### src/rtl/onehot_req_qualifier.sv
// Qualifies raw request lines into stable one-hot words for a downstream 8-to-3 encoder.
// A pattern must hold for STABLE_CYCLES edges; multi-hot patterns raise a one-cycle Err.
module onehot_req_qualifier #(
  parameter int WIDTH         = 8,
  parameter int STABLE_CYCLES = 4,
  parameter int CNT_WIDTH     = 3
) (
  input  logic             clk,
  input  logic             rst_n,
  input  logic [WIDTH-1:0] Req,
  output logic [WIDTH-1:0] Data,
  output logic             Valid,
  input  logic             Ready,
  output logic             Err
);

  typedef enum logic [1:0] {
    IDLE     = 2'd0,
    QUAL     = 2'd1,
    PRESENT  = 2'd2,
    WAIT_REL = 2'd3
  } state_t;

  localparam logic [CNT_WIDTH-1:0] CNT_ONE  = CNT_WIDTH'(1);
  localparam logic [CNT_WIDTH-1:0] CNT_LAST = CNT_WIDTH'(STABLE_CYCLES - 1);

  state_t               state_q, state_d;
  logic [WIDTH-1:0]     req_q;
  logic [WIDTH-1:0]     snap_q, snap_d;
  logic [CNT_WIDTH-1:0] cnt_q, cnt_d;
  logic [WIDTH-1:0]     data_q, data_d;
  logic                 valid_q, valid_d;
  logic                 err_q, err_d;

  function automatic logic is_onehot(input logic [WIDTH-1:0] v);
    return (v != '0) && ((v & (v - WIDTH'(1))) == '0);
  endfunction

  // Input stage: one register between the raw lines and the FSM
  always_ff @(posedge clk) begin
    if (!rst_n) begin
      req_q <= '0;
    end else begin
      req_q <= Req;
    end
  end

  // State / output registers
  always_ff @(posedge clk) begin
    if (!rst_n) begin
      state_q <= IDLE;
      snap_q  <= '0;
      cnt_q   <= '0;
      data_q  <= '0;
      valid_q <= 1'b0;
      err_q   <= 1'b0;
    end else begin
      state_q <= state_d;
      snap_q  <= snap_d;
      cnt_q   <= cnt_d;
      data_q  <= data_d;
      valid_q <= valid_d;
      err_q   <= err_d;
    end
  end

  always_comb begin
    state_d = state_q;
    snap_d  = snap_q;
    cnt_d   = cnt_q;
    data_d  = data_q;
    valid_d = valid_q;
    err_d   = 1'b0;
    unique case (state_q)
      IDLE: begin
        if (req_q != '0) begin
          state_d = QUAL;
          snap_d  = req_q;
          cnt_d   = CNT_ONE;
        end
      end
      QUAL: begin
        if (req_q == '0) begin
          state_d = IDLE;
        end else if (req_q != snap_q) begin
          snap_d = req_q;
          cnt_d  = CNT_ONE;
        end else if (cnt_q == CNT_LAST) begin
          // Only one-hot words ever reach Data; anything else is reported and dropped
          if (is_onehot(snap_q)) begin
            state_d = PRESENT;
            data_d  = snap_q;
            valid_d = 1'b1;
          end else begin
            state_d = WAIT_REL;
            err_d   = 1'b1;
          end
        end else begin
          cnt_d = cnt_q + CNT_ONE;
        end
      end
      PRESENT: begin
        if (Ready) begin
          valid_d = 1'b0;
          state_d = WAIT_REL;
        end
      end
      WAIT_REL: begin
        if (req_q == '0) begin
          state_d = IDLE;
        end
      end
      default: state_d = IDLE;
    endcase
  end

  assign Data  = data_q;
  assign Valid = valid_q;
  assign Err   = err_q;

endmodule

### config.mk
export PLATFORM = sky130hd
export DESIGN_NAME = onehot_req_qualifier
export DESIGN_NICKNAME = d
export VERILOG_FILES = /design/src/rtl/onehot_req_qualifier.sv
export SDC_FILE = /design/constraint.sdc
export NUM_CORES = 1
export LEC_CHECK = 0
export ABC_AREA = 1
export BUFFER_PORTS_ARGS = -buffer_cell sky130_fd_sc_hd__buf_2
export CAP_MARGIN = 40
export CORE_ASPECT_RATIO = 1.75
export CORE_MARGIN = 4
export CORE_UTILIZATION = 45
export CTS_BUF_LIST = sky130_fd_sc_hd__clkbuf_8
export CTS_CLUSTER_SIZE = 8
export DETAILED_ROUTE_END_ITERATION = 10
export PLACE_DENSITY = 0.67
export SLEW_MARGIN = 5
export SYNTH_ARGS = -nofsm -noshare
export SYNTH_HDL_FRONTEND = slang
export SYNTH_SLANG_ARGS = --single-unit
### constraint.sdc
create_clock -name clk -period 1.4 [get_ports clk]
set_input_delay 0.21 -clock clk [delete_from_list [all_inputs] [get_ports clk]]
set_output_delay 0.21 -clock clk [all_outputs]
set_load 0.005 [all_outputs]
Word level (Yosys, flattened, before mapping). Cells that the tools add are included. W data, S select, Z words.

$add $sub $neg: 2. Eq/ne operators: 16. Multiplexer cells: 24. Bitwise gates (word level): 6. Reductions and logical operators: 14.

Operators with widths (number): $mux W8 (3); $logic_not A8 Y1 (2); $ne A2 B2 Y1 const B (8); $pmux W8 S2 (1); $reduce_bool A8 Y1 (2); $mux W2 (6); $mux W3 (4); $reduce_and A5 Y1 (2); $ne A3 B3 Y1 const B (3); $and A8 B8 Y8 (1); $ne A8 B8 Y1 (1); $pmux W2 S4 (1); $reduce_and A4 Y1 (2); $sub A8 B1 Y8 const B (1); $mux W1 (7); $pmux W3 S2 (1); $reduce_and A6 Y1 (1); $not A1 Y1 (5); $reduce_or A5 Y1 (1); $eq A2 B2 Y1 const B (2); $reduce_bool A2 Y1 (2); $add A3 B1 Y3 const B (1); $eq A3 B2 Y1 const B (1); $eq A2 B1 Y1 const B (1); 3 further kinds (3).

Register bits after elaboration: 31. Bits of input ports: 11. Output and inout port bits: 10. Word-level logic and storage cells: 69.

Depth between registers and ports, before layout. Gate-level depths: netlist of the first run.

Depth in word-level cells: 9. Depth in mapped cells: 12. Depth with buffers taken out: 12.

Least setup slack after synthesis of the first run. OpenSTA, ideal clock, no wires.

Kind: register -> register. Start point: register snap_q[1]. End point: register snap_q[6]. Library setup time: 0.116 ns. Arrival time: 1.227 ns. Data required time: 1.284 ns. Setup slack: 0.057 ns. Stages on the path, launching flop included: 9. Buffers on the path: 0. Clock period less this slack: 1.343 ns. Path through: dfxtp_1 xnor2_1 nand4_1 nor2_4 nand2_1 nand2_4 inv_2 nor2_1 nor2_1.

Cells in the longest elaborated chain, start to end: 3.

RTL lines: from (decl) (line 29) `logic [WIDTH-1:0] snap_q, snap_d;`; from (signal assigned) (line 59) `snap_q <= snap_d;`; $ne A8 B8 Y1 (line 85) `end else if (req_q != snap_q) begin`; $ne A2 B2 Y1 (no source line); $reduce_and A4 Y1 (no source line).

No other way between the ends. A chain may end at the register's enable or synchronous reset.

==> results.md, run 1 <==
- Critical path data arrival time: 1.75 ns
- Setup CP Type: reg -> reg
- Met3 usage: 0.0487
- Dpl cell area: 1890 um2
- RR Startpoint: snap_q[7]
- Largest net degree at the start of global routing: 18
- Maximum clock rate: 0.659 GHz
- CP top delay family: simple AND/OR/NAND/NOR gates
- Commonest cells after routing, fill and taps aside: nand2_1 (51), nor2_1 (45), buf_4 (28), inv_1 (24), buf_2 (20)
- Final RePlAce weighted congestion: 0.860
- Die area: 4540 um2
- H-tree depth: 2
- Fin crit share: 1.08
- Post-DR wirelength/cell: 11.9 um
- PortBufs: 20
- Synth Net Count: 257
- Final min period: 1.52 ns
- CP max-delay cell: dfxtp_2
- Top Usage Layer GRT: met2
- CP dominant cell by count: nand2_1
- Final instance area: 2370 um2
- Post-DR vias/cell: 4.85
- Nets: 312
- Design Power: 3270 uW
- Global-route wire length before repair: 6710 um
- Measured slew at the worst slew-check pin: 0.305 ns
- Die X: 52.7 um
- Failing checks: setup timing
- Io pins: 21
- Routed Antenna Nets: 0
- Worst-path maximum fanout: 4
- Register-to-register setup slack: -0.12 ns
- Peak supply drop: 1.41 mV
- 1st-pass router iterations: 5
- Synth Register Bits: 31
- TritonCTS clock tree: yes
- P&R area growth vs syn: 50.7%
- Slew Limit Headroom: 0.796
- P per Cell Area: 1380 nW/um2
- RSZ-0062 raised after global routing: yes
- Cell count of the worst reg-to-reg path: 14
- Worst Skew: 0.00490 ns
- Number of DRC markers in iteration 0: 45
- Congestion Overflow GR: 0
- Via count: 1673
- Yosys warnings: 0
- DP HPWL: 2640 um
- Total wire length: 4110 um
- Number of cells on the critical path: 14
- Outcome: finished with violations
- Gate Count Post-Synth: 244
- Initial core utilization: 0.467
- Initial antenna violation count: 0
- Worst path buffer plus inverter count: 4
- Endpoints failing hold: 0
- Number of buffers created by CTS: 5
- Commonest non-fill, non-tap cell in the layout: nand2_1
- Final Worst Setup Slack: -0.118 ns
- Critical path launch point type: flop
- Worst skew pair latency: 0.29 ns
- Layout cell share with drive strength beyond 1: 0.467
- Syn Area/Cell: 6.44 um2
- Vias in the first global route: 1647
- Clk slew on worst S/H paths: 0.07 ns
- Leak: 0.00116 uW
- ANT cells: 0
- Post-synthesis sequential area ratio: 0.395
- Root cell of the clock tree: clkbuf_8
- Final Setup Violations: 20
- Worst-path cell chain: inv_2, nand2_1, nand2_2, inv_2, nand2_2, nor2_4, buf_4, buf_4, nand3_1, nand2_1, nand2_2, nand2_1, nand2_1, nor2_1
- Std-Cell Rows: 28
- CTS max path bufs: 2
- Placeable Area: 3360 um2
- Synth cell types: 20
- Met2 usage: 0.363
- Clk sinks: 31
- Synthesized area: 1570 um2
- Die Span Y: 86.1 um
- DRC: 0
- CP Capture Type: flop
- # Max-Cap Violations: 0
- Pins over their slew limit: 0
- Place WS: -0.138 ns
- Worst setup path start: snap_q[7]
- Met1 Use GR: 0.189
- Total track usage: 0.202
- Crit-path max cell delay: 0.38 ns
- Worst path required time: 1.63 ns
- Core Util, Final: 0.703
- Min-delay worst type: in -> reg
## cell type report
class,instances,area (um2)
inverters,38,143
well taps,45,56.3
multi-input cells,174,1040
clock inverters,3,67.6
fillers,293,997
repair buffers,49,322
flip-flops and latches,31,664
clock buffers,5,68.8
## kinds of logic after synthesis
| kind of cell | share of synthesized area |
|---|---|
| AO/OA/AOI/OAI | 0.0430 |
| XOR/XNOR | 0.0112 |
| adder cells (fa/ha/maj) | 0.0159 |
| buffers and inverters | 0.104 |
| flip-flops | 0.395 |
| AND/OR/NAND/NOR | 0.430 |
## routing by layer
metal / routed length, um / part of all wire
met5: 0 / 0
met4: 213 / 0.052
met3: 168 / 0.041
met2: 2310 / 0.56
met1: 1420 / 0.34
## worst register-to-register path, stage by stage (launching register included)
cell     delay [ns]
dfxtp_2        0.38
inv_2          0.05
nand2_1        0.07
nand2_2        0.07
inv_2          0.05
nand2_2        0.06
nor2_4         0.14
buf_4          0.13
buf_4          0.10
nand3_1        0.06
nand2_1        0.12
nand2_2        0.06
nand2_1        0.06
nand2_1        0.04
nor2_1         0.07
## power by group
part           switching [uW]  total (uW)  internal (uW)
Combinational             690        1140            453
Sequential                108        1080            972
Clock                     339        1050            709
Total                    1140        3270           2130
## synthesized netlist by cell type, drive strengths merged
library cell  count  share of area
nand2            69           0.17
nor2             58           0.16
inv              38          0.091
dfxtp            31           0.40
nand3            22          0.076
o21ai             9          0.029
a21oi             3         0.0096
clkbuf            3          0.014
nand4             3          0.012
nor3              3         0.0096
ha                2          0.016
xnor2             2          0.011
a211oi            1         0.0048
## worst min path at each step
stage               endpoint  startpoint  cells after the start  slack (ns)
global route        req_q[4]      Req[4]                      3        0.10
CTS                 req_q[0]      Req[0]                      3        0.09
global placement    req_q[2]      Req[2]                      3        0.39
finish              req_q[1]      Req[1]                      3         0.1
floorplan           req_q[0]      Req[0]                      2        0.31
detailed placement  req_q[6]      Req[6]                      3        0.39
## what timing repair did
action                     in CTS  in global routing
cloned                          2                  0
buffers inserted                4                  1
setup endpoints to repair      20                 23
pin swaps                      13                 20
gates resized for setup        46                 48
hold buffers                    0                  0
## flip-flops by register name, indices dropped and copies added, names as in the netlist, named ones only
name and flops:
req_q 8, cnt_q 3, Valid 1, snap_q 8
Err 1, state_q 1, Data 8
## metrics by stage
| stage | instances | hold WS [ns] | setup TNS (ns) |
|---|---|---|---|
| 2_1_floorplan | 244 | 0.308 | 0 |
| 3_3_place_gp | 330 | 0.390 | -1.08 |
| 3_5_place_dp | 330 | 0.394 | -1.85 |
| 4_1_cts | 344 | 0.0885 | -0.548 |
| 5_1_grt | 345 | 0.102 | -4.00 |
| 6_report | 345 | 0.0972 | -1.29 |
(Power assumes the default switching activity.)
==> run 2, diff against run 1 <==
--- a/config.mk
+++ b/config.mk
@@ -8,13 +8,15 @@
 export ABC_AREA = 1
 export BUFFER_PORTS_ARGS = -buffer_cell sky130_fd_sc_hd__buf_2
 export CAP_MARGIN = 40
+export CELL_PAD_IN_SITES_DETAIL_PLACEMENT = 0
+export CELL_PAD_IN_SITES_GLOBAL_PLACEMENT = 2
 export CORE_ASPECT_RATIO = 1.75
 export CORE_MARGIN = 4
-export CORE_UTILIZATION = 45
+export CORE_UTILIZATION = 29
 export CTS_BUF_LIST = sky130_fd_sc_hd__clkbuf_8
 export CTS_CLUSTER_SIZE = 8
 export DETAILED_ROUTE_END_ITERATION = 10
-export PLACE_DENSITY = 0.67
+export PLACE_DENSITY_LB_ADDON = 0.1
 export SLEW_MARGIN = 5
 export SYNTH_ARGS = -nofsm -noshare
 export SYNTH_HDL_FRONTEND = slang
==> results.md, run 2 (same netlist as run 1, synthesis figures left out) <==
- P&R area growth vs syn: 52.4%
- Initial antenna violation count: 0
- Measured slew at the worst slew-check pin: 0.289 ns
- Number of DRC markers in iteration 0: 70
- Worst path required time: 1.58 ns
- Std-Cell Rows: 35
- Core Util, Final: 0.455
- Slew Limit Headroom: 0.807
- Final Setup Violations: 18
- Placed cell count: 345
- TritonCTS clock tree: yes
- Critical path launch point type: flop
- Largest net degree at the start of global routing: 28
- Routed Antenna Nets: 0
- CP max-delay cell: dfxtp_2
- Total wire length: 4530 um
- Global-route wire length before repair: 7290 um
- Layout cell share with drive strength beyond 1: 0.476
- RSZ-0062 raised after global routing: yes
- P per Cell Area: 1330 nW/um2
- Nets: 321
- Post-DR vias/cell: 4.51
- Filler Cell Count: 578
- Outcome: finished with violations
- DRC: 0
- Die Span Y: 105 um
- Worst-path cell chain: inv_2, buf_4, nand3_2, nor2_4, nor2_4, nand2_8, o21ai_0, nor2_1
- Hold-fix buffers, CTS: 0
- Commonest cells after routing, fill and taps aside: nand2_1 (55), buf_4 (36), nor2_1 (33), inv_1 (25), buf_2 (20)
- Vias in the first global route: 1535
- Commonest non-fill, non-tap cell in the layout: nand2_1
- Post-DR wirelength/cell: 12.5 um
- ANT cells: 0
- PortBufs: 20
- Root cell of the clock tree: clkbuf_8
- Final RePlAce weighted congestion: 0.774
- Min-delay worst type: in -> reg
- Critical path data arrival time: 1.65 ns
- Worst-path maximum fanout: 5
- H-tree depth: 2
- Worst Skew: 0.00285 ns
- 1st-pass router iterations: 4
- Cell count of the worst reg-to-reg path: 8
- Die area: 6700 um2
- Die X: 63.6 um
- WHS: 0.0961 ns
- Clk slew on worst S/H paths: 0.07 ns
- Failing checks: setup timing
- Endpoints failing hold: 0
- Total track usage: 0.143
- CP Capture Type: flop
- Worst hold stages: 3
- Congestion Overflow GR: 0
- Crit-path max cell delay: 0.36 ns
- Setup CP Type: reg -> reg
- Pins over their slew limit: 0
- Via count: 1642
- Number of buffers created by CTS: 5
- Clk sinks: 31
- Peak supply drop: 0.495 mV
- Final Worst Setup Slack: -0.0677 ns
- Non-filler cells, final: 364
- Setup TNS: -0.850 ns
- Maximum clock rate: 0.681 GHz
- Leak: 0.00120 uW
- Final min period: 1.47 ns
- Io pins: 21
- # Max-Cap Violations: 0
- Initial core utilization: 0.299
- Worst skew pair latency: 0.29 ns
- Placeable Area: 5260 um2
- DP HPWL: 3250 um
- Fin crit share: 1.05
- CTS max path bufs: 2
- CP dominant cell by count: nor2_4
[run 2: changes by cell type in the layout (fill, tap and decap cells not counted), sizes merged]
cell,delta
clkinvlp,-1
buf,+9
clkinv,+1
clkbuf,+1
bufinv,-1
[run 2: timing repair]
action                     CTS  global route
resized for setup           42            49
gates cloned                 2             0
pin swaps                   21            13
buffers inserted             3             6
setup endpoints to repair   22            23
[run 2: worst max-delay path: cells and delay by family (launching register included)]
family | cells | cell delay [ns]
AO/OA/AOI/OAI | 1 | 0.24
AND/OR/NAND/NOR | 5 | 0.57
buffers and inverters | 2 | 0.18
flip-flops | 1 | 0.36
[run 2: final timing paths]
path / startpoint / endpoint / slack, ns
worst min register to register: Data[5] / Data[5] / 0.46
worst max register to register: req_q[2] / snap_q[7] / -0.07
worst min-delay path: Req[6] / req_q[6] / 0.1
worst max-delay path: req_q[2] / snap_q[7] / -0.07
[run 2: report_power, final]
group          leakage [uW]  switching [uW]  internal [uW]
clock network     0.0000612             365            576
logic              0.000876             654            503
registers          0.000262             102            971
[run 2: metal layers]
metal	part of all wire	global-route usage	vias up
met5	0	0	-
met4	0.032	0.0634	0
met3	0.030	0.0352	11
met2	0.55	0.262	23
met1	0.39	0.151	729
li1	-	-	879
[run 2: area by class of cell]
cell class / count / area (um2) / area share
Tap cell: 55 / 68.8 / 0.0288
Multi-Input combinational cell: 174 / 1000 / 0.418
Inverter: 38 / 155 / 0.0649
Sequential cell: 31 / 658 / 0.275
Clock inverter: 2 / 35.0 / 0.0146
Clock buffer: 6 / 82.6 / 0.0345
Timing Repair Buffer: 58 / 393 / 0.164
[run 2: metrics by stage]
step	total power [uW]	setup WS, ns	instance area (um2)
after floorplan	1560	0.0574	1570
after global placement	1880	-0.209	1940
after detailed placement	1880	-0.211	1940
after CTS	3010	-0.126	2220
after global routing	3380	-0.242	2390
final	3170	-0.0677	2390
==> run 3, diff against run 2 <==
--- a/config.mk
+++ b/config.mk
@@ -8,7 +8,7 @@
 export ABC_AREA = 1
 export BUFFER_PORTS_ARGS = -buffer_cell sky130_fd_sc_hd__buf_2
 export CAP_MARGIN = 40
-export CELL_PAD_IN_SITES_DETAIL_PLACEMENT = 0
+export CELL_PAD_IN_SITES_DETAIL_PLACEMENT = 2
 export CELL_PAD_IN_SITES_GLOBAL_PLACEMENT = 2
 export CORE_ASPECT_RATIO = 1.75
 export CORE_MARGIN = 4
@@ -17,6 +17,7 @@
 export CTS_CLUSTER_SIZE = 8
 export DETAILED_ROUTE_END_ITERATION = 10
 export PLACE_DENSITY_LB_ADDON = 0.1
+export REMOVE_ABC_BUFFERS = 1
 export SLEW_MARGIN = 5
 export SYNTH_ARGS = -nofsm -noshare
 export SYNTH_HDL_FRONTEND = slang
==> results.md, run 3 (same netlist as run 1, synthesis figures left out) <==
- Via count: 1959
- Cell count of the worst reg-to-reg path: 9
- Total track usage: 0.231
- Nets: 338
- CP Capture Type: flop
- Root cell of the clock tree: clkbuf_8
- 1st-pass router iterations: 4
- P per Cell Area: 1280 nW/um2
- Failing checks: setup timing
- Final Worst Setup Slack: -0.311 ns
- Setup TNS: -5.02 ns
- Total wire length: 9080 um
- CP top delay family: simple AND/OR/NAND/NOR gates
- Die Span Y: 105 um
- Post-DR vias/cell: 5.14
- Leak: 0.00135 uW
- Initial core utilization: 0.299
- Critical path data arrival time: 1.92 ns
- Final min period: 1.71 ns
- WHS: 0.105 ns
- Slew Limit Headroom: 0.806
- Endpoints failing hold: 0
- Worst skew pair latency: 0.30 ns
- Setup CP Type: reg -> reg
- Commonest cells after routing, fill and taps aside: buf_4 (38), nand2_1 (33), nor2_1 (25), nand2_2 (24)
- Hold-fix buffers, CTS: 0
- Die X: 63.6 um
- Critical path launch point type: flop
- CTS max path bufs: 2
- ANT cells: 0
- CP dominant cell by count: nor2_4
- Clk slew on worst S/H paths: 0.07 ns
- H-tree depth: 2
- Place WS: -0.241 ns
- Outcome: finished with violations
- CP max-delay cell: dfxtp_4
- Final Setup Violations: 23
- Post-DR wirelength/cell: 23.8 um
- Number of buffers created by CTS: 5
- Worst-path cell chain: inv_2, nand4_1, nor2_4, buf_6, nor2_4, buf_12, nand3_2, nand2_1, nor2_1
- Worst hold stages: 3
- Number of cells on the critical path: 9
- Placeable Area: 5260 um2
- Final RePlAce weighted congestion: 0.795
- RSZ-0062 raised after global routing: yes
- Worst Skew: 0.0112 ns
- DP HPWL: 3970 um
- Routed Antenna Nets: 0
- # Max-Cap Violations: 0
- Commonest non-fill, non-tap cell in the layout: buf_4
- Vias in the first global route: 2216
- Worst path buffer plus inverter count: 3
- Pins over their slew limit: 0
- Clk sinks: 31
- DRC: 0
- Largest net degree at the start of global routing: 15
- Maximum clock rate: 0.585 GHz
- Io pins: 21
- Worst-path maximum fanout: 8
- Crit-path max cell delay: 0.37 ns
- Std-Cell Rows: 35
- P&R area growth vs syn: 84.9%
- PortBufs: 20
- Core Util, Final: 0.553
- Worst path required time: 1.61 ns
- Measured slew at the worst slew-check pin: 0.290 ns
- Die area: 6700 um2
- Peak supply drop: 0.782 mV
- Initial antenna violation count: 0
- Layout cell share with drive strength beyond 1: 0.681
- Congestion Overflow GR: 0
- Global-route wire length before repair: 11600 um
- Min-delay worst type: in -> reg
- Number of DRC markers in iteration 0: 136
- Fin crit share: 1.22
- TritonCTS clock tree: yes
==> run 3: cell count changes in the layout (fill, tap and decap cells not counted), moves of 4 or more <==
cell     previous run  this run
buf_6               2        16
inv_1              25        19
inv_2              10        14
nand2_1            55        33
nand2_2            11        24
nand2_4             3        12
nand3_1            15         4
nand3_2             6        15
nor2_1             33        25
nor2_4              9        20
o21ai_0             7         2
==> run 3: layout make-up <==
| class | instances | area (um2) |
|---|---|---|
| flip-flops and latches | 31 | 669 |
| well taps | 55 | 68.8 |
| fillers | 557 | 2350 |
| inverters | 38 | 160 |
| repair buffers | 76 | 606 |
| multi-input cells | 173 | 1300 |
| clock inverters | 1 | 3.75 |
| clock buffers | 7 | 96.3 |
==> run 3: per-stage QoR <==
stage / power, uW / instance area [um2] / cells
floorplan: 1550 / 1550 / 241
global placement: 1900 / 1940 / 346
detailed placement: 1930 / 1940 / 346
CTS: 3200 / 2480 / 374
global route: 3870 / 2900 / 381
finish: 3710 / 2900 / 381
==> run 3: worst min-delay path: stages <==
cell and delay, ns:
buf_2 0.08, nand2_1 0.04, inv_1 0.04
==> run 3: worst paths after layout <==
kind / start / endpoint / slack [ns]
min reg2reg: Data[5] / Data[5] / 0.50
min: Req[2] / req_q[2] / 0.11
max: req_q[6] / Data[1] / -0.31
max reg2reg: req_q[6] / Data[1] / -0.31
==> run 3: what timing repair did <==
action	in CTS	in global routing
setup endpoints to repair	23	23
gates cloned	1	0
pin swaps	29	46
gates resized for setup	100	100
setup buffers	19	12
==> run 3: metal layers <==
metal	GRT usage	share of wire
met1	0.224	0.35
met2	0.484	0.57
met5	0	0
met4	0.0587	0.048
met3	0.0277	0.032
==> run 3: report_power, final <==
part / internal (uW) / switching, uW
clock: 441 / 361
combinational: 722 / 1070
sequential: 972 / 138
